<file path="config.mk">
export PLATFORM = sky130hd
export DESIGN_NAME = btn_switch_capture_flat
export DESIGN_NICKNAME = d
export VERILOG_FILES = /design/src/rtl/btn_switch_capture_pkg.sv /design/src/rtl/btn_switch_capture_if.sv /design/src/rtl/btn_switch_capture_debounce_fsm.sv /design/src/rtl/btn_switch_capture.sv /design/src/flat_wrapper.sv
export SDC_FILE = /design/constraint.sdc
export NUM_CORES = 1
export LEC_CHECK = 0
export BUFFER_PORTS_ARGS = -buffer_cell sky130_fd_sc_hd__buf_2
export CAP_MARGIN = 10
export CORE_MARGIN = 2
export CORE_UTILIZATION = 50
export CTS_BUF_LIST = sky130_fd_sc_hd__clkbuf_2
export DETAILED_ROUTE_END_ITERATION = 6
export GPL_TIMING_DRIVEN = 0
export PLACE_DENSITY = 0.76
export RECOVER_POWER = 50
export REMOVE_ABC_BUFFERS = 1
export SLEW_MARGIN = 20
export SYNTH_ARGS = -nofsm -noshare
export SYNTH_HDL_FRONTEND = slang
export SYNTH_HIERARCHICAL = 1
export SYNTH_SLANG_ARGS = --single-unit
</file>
<file path="constraint.sdc">
create_clock -name clk -period 3.7 [get_ports clk]
set_input_delay 0.37 -clock clk [delete_from_list [all_inputs] [get_ports clk]]
set_output_delay 0.37 -clock clk [all_outputs]
set_load 0.01 [all_outputs]
</file>
<file path="src/rtl/btn_switch_capture_pkg.sv">
//------------------------------------------------------------------------------
// Module : btn_switch_capture_pkg
// Brief  : Shared debounce state encoding and switch field positions.
// Rev    : 1.0
//------------------------------------------------------------------------------
`default_nettype none

package btn_switch_capture_pkg;

  typedef enum logic [1:0] {
    ST_IDLE         = 2'd0,
    ST_PRESS_WAIT   = 2'd1,
    ST_HELD         = 2'd2,
    ST_RELEASE_WAIT = 2'd3
  } deb_state_t;

  localparam int c_A_HI   = 11;
  localparam int c_A_LO   = 8;
  localparam int c_B_HI   = 7;
  localparam int c_B_LO   = 4;
  localparam int c_SEL_HI = 3;
  localparam int c_SEL_LO = 0;

  localparam int c_BTN_LOAD_AB  = 0;
  localparam int c_BTN_LOAD_SEL = 1;

endpackage

`default_nettype wire

</file>
<file path="src/rtl/btn_switch_capture_if.sv">
//------------------------------------------------------------------------------
// Module : btn_switch_capture_if
// Brief  : Board-pin inputs and captured operand outputs of the capture block.
// Rev    : 1.0
//------------------------------------------------------------------------------
`default_nettype none

interface btn_switch_capture_if;
  logic [1:0]  btn;
  logic [15:0] switches;
  logic [3:0]  a_out;
  logic [3:0]  b_out;
  logic [3:0]  sel_out;
  logic        ab_load;
  logic        sel_load;
  logic [1:0]  btn_level;
  logic        operands_valid;

  modport master (
    output btn, switches,
    input  a_out, b_out, sel_out, ab_load, sel_load, btn_level, operands_valid
  );

  modport slave (
    input  btn, switches,
    output a_out, b_out, sel_out, ab_load, sel_load, btn_level, operands_valid
  );
endinterface

`default_nettype wire

</file>
<file path="src/rtl/btn_switch_capture_debounce_fsm.sv">
//------------------------------------------------------------------------------
// Module : debounce_fsm
// Brief  : Debounces one synchronized button into a level and a press strobe.
// Rev    : 1.0
//------------------------------------------------------------------------------
`default_nettype none

module debounce_fsm
  import btn_switch_capture_pkg::*;
#(
  parameter int DEBOUNCE_CYCLES = 1000000,
  parameter int CNT_W           = 20
) (
  input  logic clk,
  input  logic rst,
  input  logic sync_in,
  output logic level,
  output logic press_pulse,
  output logic press_accept
);

  localparam logic [CNT_W-1:0] c_CNT_LAST = CNT_W'(DEBOUNCE_CYCLES - 1);
  localparam logic [CNT_W-1:0] c_CNT_ONE  = {{(CNT_W-1){1'b0}}, 1'b1};

  deb_state_t       r_state;
  logic [CNT_W-1:0] r_cnt;
  logic             r_level;
  logic             r_pulse;
  logic             w_cnt_done;

  assign w_cnt_done = (r_cnt == c_CNT_LAST);
  // Combinational twin of the strobe so captures land on the same edge.
  assign press_accept = (r_state == ST_PRESS_WAIT) && sync_in && w_cnt_done;

  always_ff @(posedge clk or posedge rst) begin
    if (rst) begin
      r_state <= ST_IDLE;
      r_cnt   <= '0;
      r_level <= 1'b0;
      r_pulse <= 1'b0;
    end else begin
      r_pulse <= 1'b0;
      case (r_state)
        ST_IDLE: begin
          if (sync_in) begin
            r_state <= ST_PRESS_WAIT;
            r_cnt   <= '0;
          end
        end
        ST_PRESS_WAIT: begin
          if (!sync_in) begin
            r_state <= ST_IDLE;
          end else if (w_cnt_done) begin
            r_state <= ST_HELD;
            r_level <= 1'b1;
            r_pulse <= 1'b1;
          end else begin
            r_cnt <= r_cnt + c_CNT_ONE;
          end
        end
        ST_HELD: begin
          if (!sync_in) begin
            r_state <= ST_RELEASE_WAIT;
            r_cnt   <= '0;
          end
        end
        ST_RELEASE_WAIT: begin
          if (sync_in) begin
            r_state <= ST_HELD;
          end else if (w_cnt_done) begin
            r_state <= ST_IDLE;
            r_level <= 1'b0;
          end else begin
            r_cnt <= r_cnt + c_CNT_ONE;
          end
        end
        default: r_state <= ST_IDLE;
      endcase
    end
  end

  assign level       = r_level;
  assign press_pulse = r_pulse;

endmodule

`default_nettype wire

</file>
<file path="src/rtl/btn_switch_capture.sv">
//------------------------------------------------------------------------------
// Module : btn_switch_capture
// Brief  : Syncs/debounces buttons and switches, captures ALU operands on press.
// Rev    : 1.0
//------------------------------------------------------------------------------
`default_nettype none

module btn_switch_capture
  import btn_switch_capture_pkg::*;
#(
  parameter int DEBOUNCE_CYCLES = 1000000,
  parameter int CNT_W           = 20
) (
  input  logic                 clk,
  input  logic                 rst,
  btn_switch_capture_if.slave  bus
);

  logic [1:0]  r_btn_s1;
  logic [1:0]  r_btn_s2;
  logic [15:0] r_sw_s1;
  logic [15:0] r_sw_s2;
  logic [3:0]  r_a;
  logic [3:0]  r_b;
  logic [3:0]  r_sel;
  logic        r_valid;
  logic [1:0]  w_level;
  logic [1:0]  w_pulse;
  logic [1:0]  w_accept;

  always_ff @(posedge clk or posedge rst) begin
    if (rst) begin
      r_btn_s1 <= '0;
      r_btn_s2 <= '0;
      r_sw_s1  <= '0;
      r_sw_s2  <= '0;
    end else begin
      r_btn_s1 <= bus.btn;
      r_btn_s2 <= r_btn_s1;
      r_sw_s1  <= bus.switches;
      r_sw_s2  <= r_sw_s1;
    end
  end

  generate
    for (genvar gi = 0; gi < 2; gi++) begin : g_debounce
      debounce_fsm #(
        .DEBOUNCE_CYCLES (DEBOUNCE_CYCLES),
        .CNT_W           (CNT_W)
      ) u_debounce_fsm (
        .clk          (clk),
        .rst          (rst),
        .sync_in      (r_btn_s2[gi]),
        .level        (w_level[gi]),
        .press_pulse  (w_pulse[gi]),
        .press_accept (w_accept[gi])
      );
    end
  endgenerate

  always_ff @(posedge clk or posedge rst) begin
    if (rst) begin
      r_a     <= '0;
      r_b     <= '0;
      r_sel   <= '0;
      r_valid <= 1'b0;
    end else begin
      if (w_accept[c_BTN_LOAD_AB]) begin
        r_a     <= r_sw_s2[c_A_HI:c_A_LO];
        r_b     <= r_sw_s2[c_B_HI:c_B_LO];
        r_valid <= 1'b1;
      end
      if (w_accept[c_BTN_LOAD_SEL]) begin
        r_sel <= r_sw_s2[c_SEL_HI:c_SEL_LO];
      end
    end
  end

  assign bus.a_out          = r_a;
  assign bus.b_out          = r_b;
  assign bus.sel_out        = r_sel;
  assign bus.ab_load        = w_pulse[c_BTN_LOAD_AB];
  assign bus.sel_load       = w_pulse[c_BTN_LOAD_SEL];
  assign bus.btn_level      = w_level;
  assign bus.operands_valid = r_valid;

endmodule

`default_nettype wire
</file>
<file path="src/flat_wrapper.sv">
// flat-port wrapper written by rule: the top's interface ports become plain ports
module btn_switch_capture_flat import btn_switch_capture_pkg::*;
#(
  parameter int DEBOUNCE_CYCLES = 1000000,
  parameter int CNT_W           = 20
)
  (clk, rst, bus_btn, bus_switches, bus_a_out, bus_b_out, bus_sel_out, bus_ab_load, bus_sel_load, bus_btn_level, bus_operands_valid);
  btn_switch_capture_if bus_i ();
  input  logic clk;
  input  logic rst;
  input wire logic [$bits(bus_i.btn)-1:0] bus_btn;
  input wire logic [$bits(bus_i.switches)-1:0] bus_switches;
  output wire logic [$bits(bus_i.a_out)-1:0] bus_a_out;
  output wire logic [$bits(bus_i.b_out)-1:0] bus_b_out;
  output wire logic [$bits(bus_i.sel_out)-1:0] bus_sel_out;
  output wire logic [$bits(bus_i.ab_load)-1:0] bus_ab_load;
  output wire logic [$bits(bus_i.sel_load)-1:0] bus_sel_load;
  output wire logic [$bits(bus_i.btn_level)-1:0] bus_btn_level;
  output wire logic [$bits(bus_i.operands_valid)-1:0] bus_operands_valid;
  assign bus_i.btn = bus_btn;
  assign bus_i.switches = bus_switches;
  assign bus_a_out = bus_i.a_out;
  assign bus_b_out = bus_i.b_out;
  assign bus_sel_out = bus_i.sel_out;
  assign bus_ab_load = bus_i.ab_load;
  assign bus_sel_load = bus_i.sel_load;
  assign bus_btn_level = bus_i.btn_level;
  assign bus_operands_valid = bus_i.operands_valid;
  btn_switch_capture #(.DEBOUNCE_CYCLES(DEBOUNCE_CYCLES), .CNT_W(CNT_W)) u_core (.clk(clk), .rst(rst), .bus(bus_i));
endmodule
</file>
Word level (Yosys, flattened, before mapping):

Index checks and enable logic that the tools add are counted.

* add/sub/neg operators: 2
* $mul: 0
* div/mod/pow operators: 0
* $lt $le $gt $ge: 0
* equal/unequal tests: 24
* shift-type cells: 0
* multiplexer cells: 42
* bitwise operators: 0
* reduce and logical (&&, ||, !) cells: 14

Operators with widths (count)
* $mux W20: 10
* $pmux W20 S4: 2
* $add A20 B1 Y20 const B: 2
* $eq A20 B20 Y1 const B: 2
* $mux W2: 12
* $ne A2 B2 Y1 const B: 8
* $pmux W2 S4: 2
* $reduce_and A4 Y1: 4
* $mux W1: 14
* $reduce_and A5 Y1: 2
* $eq A2 B2 Y1 const B: 4
* $ne A2 B1 Y1 const B: 4
* $ne A3 B2 Y1 const B: 2
* $ne A3 B3 Y1 const B: 2
* $eq A2 B1 Y1 const B: 2
* $logic_and A1 B1 Y1: 4
* $logic_not A2 Y1: 2
* $pmux W1 S2: 2
* $reduce_bool A2 Y1: 2

* bits in registers: 89
* bits in latches: 0
* RAM bits: 0
* memory bits (read-only): 0
* input port bits: 20
* output and inout port bits: 17
* logic and storage cells: 98
* memories kept: 0

Depth between registers and ports, before layout:

* word-level depth: 4
* mapped depth: 8

Cells and area by module:

Netlist, hierarchy kept.

By module, submodules not included
* debounce_fsm (u_core.g_debounce[0].u_debounce_fsm): times used 1, cells each 165, area each 1468.9 um^2, seq. area each 600.6 um^2
* debounce_fsm (u_core.g_debounce[1].u_debounce_fsm): times used 1, cells each 155, area each 1382.6 um^2, seq. area each 600.6 um^2
* btn_switch_capture: times used 1, cells each 56, area each 1212.4 um^2, seq. area each 1026.0 um^2

Worst setup path after synthesis:

Ideal clock, no wire load.

* kind: reg-to-reg
* from: reg u_core.g_debounce[0].u_debounce_fsm.r_cnt[11]
* to: reg u_core.g_debounce[0].u_debounce_fsm.r_cnt[15]
* setup time: 0.067 ns
* data arrival time: 1.965 ns
* required time: 3.633 ns
* setup slack: 1.668 ns
* stages on the path, launching flop included: 9
* buffers on the path: 3
* cell sequence: dfrtp_1 > buf_6 > or4b_1 > or4_4 > o21ai_2 > buf_6 > buf_12 > nand2_1 > nand3_2

* word-level cells in the longest chain between the ends: 4

Ends and longest elaborated chain
* from (decl): line btn_switch_capture_debounce_fsm.sv:26 `logic [CNT_W-1:0] r_cnt;`
* from (signal assigned): line btn_switch_capture_debounce_fsm.sv:58 `r_cnt <= r_cnt + c_CNT_ONE;`
* from (signal assigned): line btn_switch_capture_debounce_fsm.sv:74 `r_cnt <= r_cnt + c_CNT_ONE;`
* $add A20 B1 Y20 / $eq A20 B20 Y1 (equally long branches): line btn_switch_capture_debounce_fsm.sv:58, btn_switch_capture_debounce_fsm.sv:74, btn_switch_capture_debounce_fsm.sv:31
* $mux W20 (*): line btn_switch_capture_debounce_fsm.sv:53, btn_switch_capture_debounce_fsm.sv:70
* $mux W20, on equally long branches: line btn_switch_capture_debounce_fsm.sv:68, btn_switch_capture_debounce_fsm.sv:51
* $pmux W20 S4 (*): line btn_switch_capture_debounce_fsm.sv:43 `case (r_state)`

Every way passes the cells marked *; elsewhere a longest branch is shown, timed or not. The select of a mux whose other input is x is not followed.
A chain may end at the register's enable or synchronous reset.

Final worst setup path:

* from: reg u_core.g_debounce[0].u_debounce_fsm.r_cnt[13]
* to: reg u_core.g_debounce[0].u_debounce_fsm.r_cnt[5]

* word-level cells in the longest chain between the ends: 4

Ends and longest elaborated chain
* $eq A20 B20 Y1 (*): line btn_switch_capture_debounce_fsm.sv:31 `assign w_cnt_done = (r_cnt == c_CNT_LAST);`
* $mux W20 (*)
* $mux W20, on equally long branches
* $pmux W20 S4 (*)

Marks and branches as above.

==> out/qor.tcl <==
set qor(run_status) {finished, final reports clean}
set qor(cts-resized-gates) 0
set qor(num_vias) 3083
set qor(die_h_um) 94.2
set qor(timing.fmax_mhz) 371
set qor(gr-usage-all-layers_pct) 20.0
set qor(vias_in_the_first_global_route) 2925
set qor(ys_top_cells_by_area) {dfrtp_1, o21ai_0, nand2_1, mux2_4, nand3_1}
set qor(detail_route.wl_per_cell_um) 15.4
set qor(floorplan.die.width_um) 94.2
set qor(deepest_clock_path_buffer_count) 2
set qor(hp-start) {u_core/r_sw_s1[6]}
set qor(avgSynthCellArea_um2) 10.8
set qor(filler_cell_count) 682
set qor(drt_iter0_markers) 270
set qor(area_growth_from_synthesis_to_layout_pct) 10.8
set qor(grt_overflow_total) 0
set qor(rr_endpoint) {u_core/g_debounce[0].u_debounce_fsm/r_cnt[5]}
set qor(timing.hold.worst_path_depth) 0
set qor(critPathMaxFanout) 20
set qor(finClkSkew_ns) 0.0260
set qor(core-area_um2) 7810
set qor(synthDominantCellAreaShare_pct) 54.8
set qor(die_footprint_um2) 8870
set qor(fin_crit_sh_pct) 72.9
set qor(min_to) {u_core/r_sw_s2[6]}
set qor(layout_cells_sized_above_1_pct) 19.1
set qor(postSynthRegisterBits) 89
set qor(power.static_leakage_nw) 2.08
set qor(critical_setup_path_kind) {reg -> reg}
set qor(seq_area_frac_synth_pct) 54.8
set qor(grt_first_pass_wirelength_mm) 14.0
set qor(cap_violations) 0
set qor(numCtsBuffers) 9
set qor(ys.warnings.count) 6
set qor(remaining_drc_errors) 0
set qor(postCtsSetupBuffers) 0
set qor(clock_sinks) 89
set qor(ios) 37
set qor(holdCritPathClass) {reg -> reg}
set qor(final_setup_vio_count) 0
set qor(count_of_mapped_cells_out_of_synthesis) 376
set qor(clkTransAtPathRegs_ns) 0.25
set qor(clkLatencyLatePin_ns) 0.55
set qor(grt_start_max_net_pins) 26
set qor(num-nets-final) 440
set qor(dp.final_hpwl_mm) 5.45
set qor(timing_max_transition_violations_final) 0
set qor(critPathRequiredTime_ns) 4.16
set qor(synth_ff_type) {dfrtp_1}
set qor(layout_common_cells) {dfrtp_1, nand2_1, o21ai_0}
set qor(syn-cell-area_um2) 4060
set qor(slew_at_the_pin_closest_to_its_max_slew_limit_ns) 1.22
set qor(final_common_cell) {dfrtp_1}
set qor(timing.setup.tns_ns) 0
set qor(placementRows) 32
set qor(synth-edff-count) 0
set qor(numPortBuffers) 32
set qor(hold_violations) 0
set qor(period_minus_slack_ns) 2.70
set qor(drt-total-wl_mm) 8.09
set qor(n_antenna_cell) 0
set qor(critical_path.reg2reg.startpoint) {u_core/g_debounce[0].u_debounce_fsm/r_cnt[13]}
set qor(grt_setup_unrepaired) {false}
set qor(htree_levels) 3
set qor(worst_ir_drop_on_vdd_uv) 261
set qor(start_util_pct) 52.1
set qor(timing.max_slew.rel_slack_pct) 18.9
set qor(cts_tree) {done}
set qor(async_flop_share_pct) 100
set qor(grt_antenna_before_repair) 0
set qor(worstPathArrival_ns) 3.16
set qor(element_type_at_the_critical_path_end) {flop}
set qor(postRouteAntennaNets) 0
set qor(reg2reg_setup_slack_ns) 1.00
set qor(synth_top_cell_by_area) {dfrtp_1}
set qor(drt_pass1_iterations) 6
set qor(crit_path_start_kind) {flop}
set qor(place.gp.congestion) 0.879
set qor(worst_setup_slack_after_placement_ns) 1.09
set qor(setup_slack_ns) 1.00
set qor(via_density) 5.87
set qor(synthDistinctLibCells) 52
set qor(reg2regPathDepth) 5
set qor(p_per_area_nw_per_um2) 355
set qor(cts_root_buf) {clkbuf_2}
stage by stage:
stage               instances  util (%)  instance area [um2]  hold slack [ns]  total power, mW
finish                    525      57.7                 4500            0.383             1.60
detailed placement        494      54.4                 4250            0.337             1.11
global placement          492      53.9                 4210            0.332             1.11
global route              525      57.7                 4500            0.363             1.68
floorplan                 358         -                 3920            0.331             1.08
CTS                       525      58.0                 4530            0.286             1.62
registers in the layout, summed over array words and instances (netlist names), named ones only:
signal,flops
u_core/g_debounce.u_debounce_fsm/level,2
u_core/r_btn_s2,2
u_core/g_debounce.u_debounce_fsm/press_pulse,2
u_core/r_sw_s2,12
u_core/r_sw_s1,12
u_core/bus.operands_valid,1
u_core/bus.a_out,4
u_core/g_debounce.u_debounce_fsm/r_cnt,40
u_core/bus.sel_out,4
u_core/r_btn_s1,2
u_core/g_debounce.u_debounce_fsm/r_state,2
u_core/bus.b_out,4
synthesized netlist by cell type, types with 2 or more instances:
cell / number
nand2_1: 38
or4b_1: 2
and3_1: 7
nor2_1: 29
o21ai_1: 3
xnor2_1: 2
and4_1: 5
nand4_1: 17
mux2i_1: 10
mux2_2: 4
o31ai_1: 8
inv_1: 11
o21ai_0: 37
mux2_4: 8
clkbuf_2: 2
buf_6: 7
o211ai_1: 2
o21ai_2: 7
or4_1: 2
or4_2: 2
ha_1: 2
buf_2: 2
or3_1: 2
nor3b_1: 4
nand3_2: 2
and2_1: 4
nor4_1: 5
a21oi_1: 8
dfrtp_1: 89
nand2b_1: 3
a31oi_1: 2
nand3_1: 22
o41ai_1: 4
clkbuf_1: 6
how the worst max path moves through the flow:
stage | start | cells past startpoint | to
after floorplan | u_core/g_debounce[0].u_debounce_fsm/r_cnt[0] | 6 | u_core/bus.a_out[0]
final | u_core/g_debounce[0].u_debounce_fsm/r_cnt[13] | 5 | u_core/g_debounce[0].u_debounce_fsm/r_cnt[5]
after CTS | u_core/g_debounce[0].u_debounce_fsm/r_cnt[10] | 5 | u_core/g_debounce[0].u_debounce_fsm/r_cnt[19]
after global routing | u_core/g_debounce[0].u_debounce_fsm/r_cnt[10] | 5 | u_core/g_debounce[0].u_debounce_fsm/r_cnt[5]
after detailed placement | u_core/g_debounce[0].u_debounce_fsm/r_cnt[13] | 5 | u_core/g_debounce[0].u_debounce_fsm/r_cnt[15]
after global placement | u_core/g_debounce[0].u_debounce_fsm/r_state[0] | 5 | u_core/bus.a_out[0]
logic make-up (layout without fill, tap and decap cells):
group           Yosys count  in the layout  synth area share (%)
fa+ha+maj                 2              2                 0.616
compound gates           74             74                  11.1
xor+xnor                  4              4                  1.05
mux                      22             22                  6.53
buf+inv                  29             76                  4.50
simple gates            156            156                  21.5
flops                    89             89                  54.8
report_power, final:
part	leakage [nW]	switching [mW]	total (mW)	internal (mW)
Clock	0.0764	0.374	0.491	0.118
Sequential	1.17	0.0187	1.02	0.999
Combinational	0.838	0.0553	0.0872	0.0319
Total	2.08	0.448	1.60	1.15
cell type report:
cell class / count / area (um2) / area share (%)
timing repair buffer: 49 / 320 / 7.12
multi-input combinational: 258 / 1660 / 36.9
inverter: 11 / 41.3 / 0.917
sequential: 89 / 2230 / 49.5
tap: 102 / 128 / 2.83
clock buffer: 9 / 45.0 / 1.00
clock inverter: 7 / 81.3 / 1.81
what timing repair did:
item / CTS / global route
setup endpoints to repair: 0 / 0
hold buffers: 15 / 0
hold endpoints to repair: 47 / 0
critical path: stages, from the launching register on:
cell	delay, ns
dfrtp_1	0.49
or4b_1	0.55
or4_4	0.56
o21ai_2	0.67
o21ai_0	0.25
o31ai_1	0.11
routing by layer:
layer / vias up / routed length, um / global-route usage (%)
met2: 104 / 3960 / 31.8
met3: 18 / 436 / 3.93
met5: - / 0 / 0
met4: 0 / 135 / 7.37
li1: 1450 / - / -
met1: 1511 / 3560 / 27.4
No activity file was read; power rests on OpenSTA's default activity.
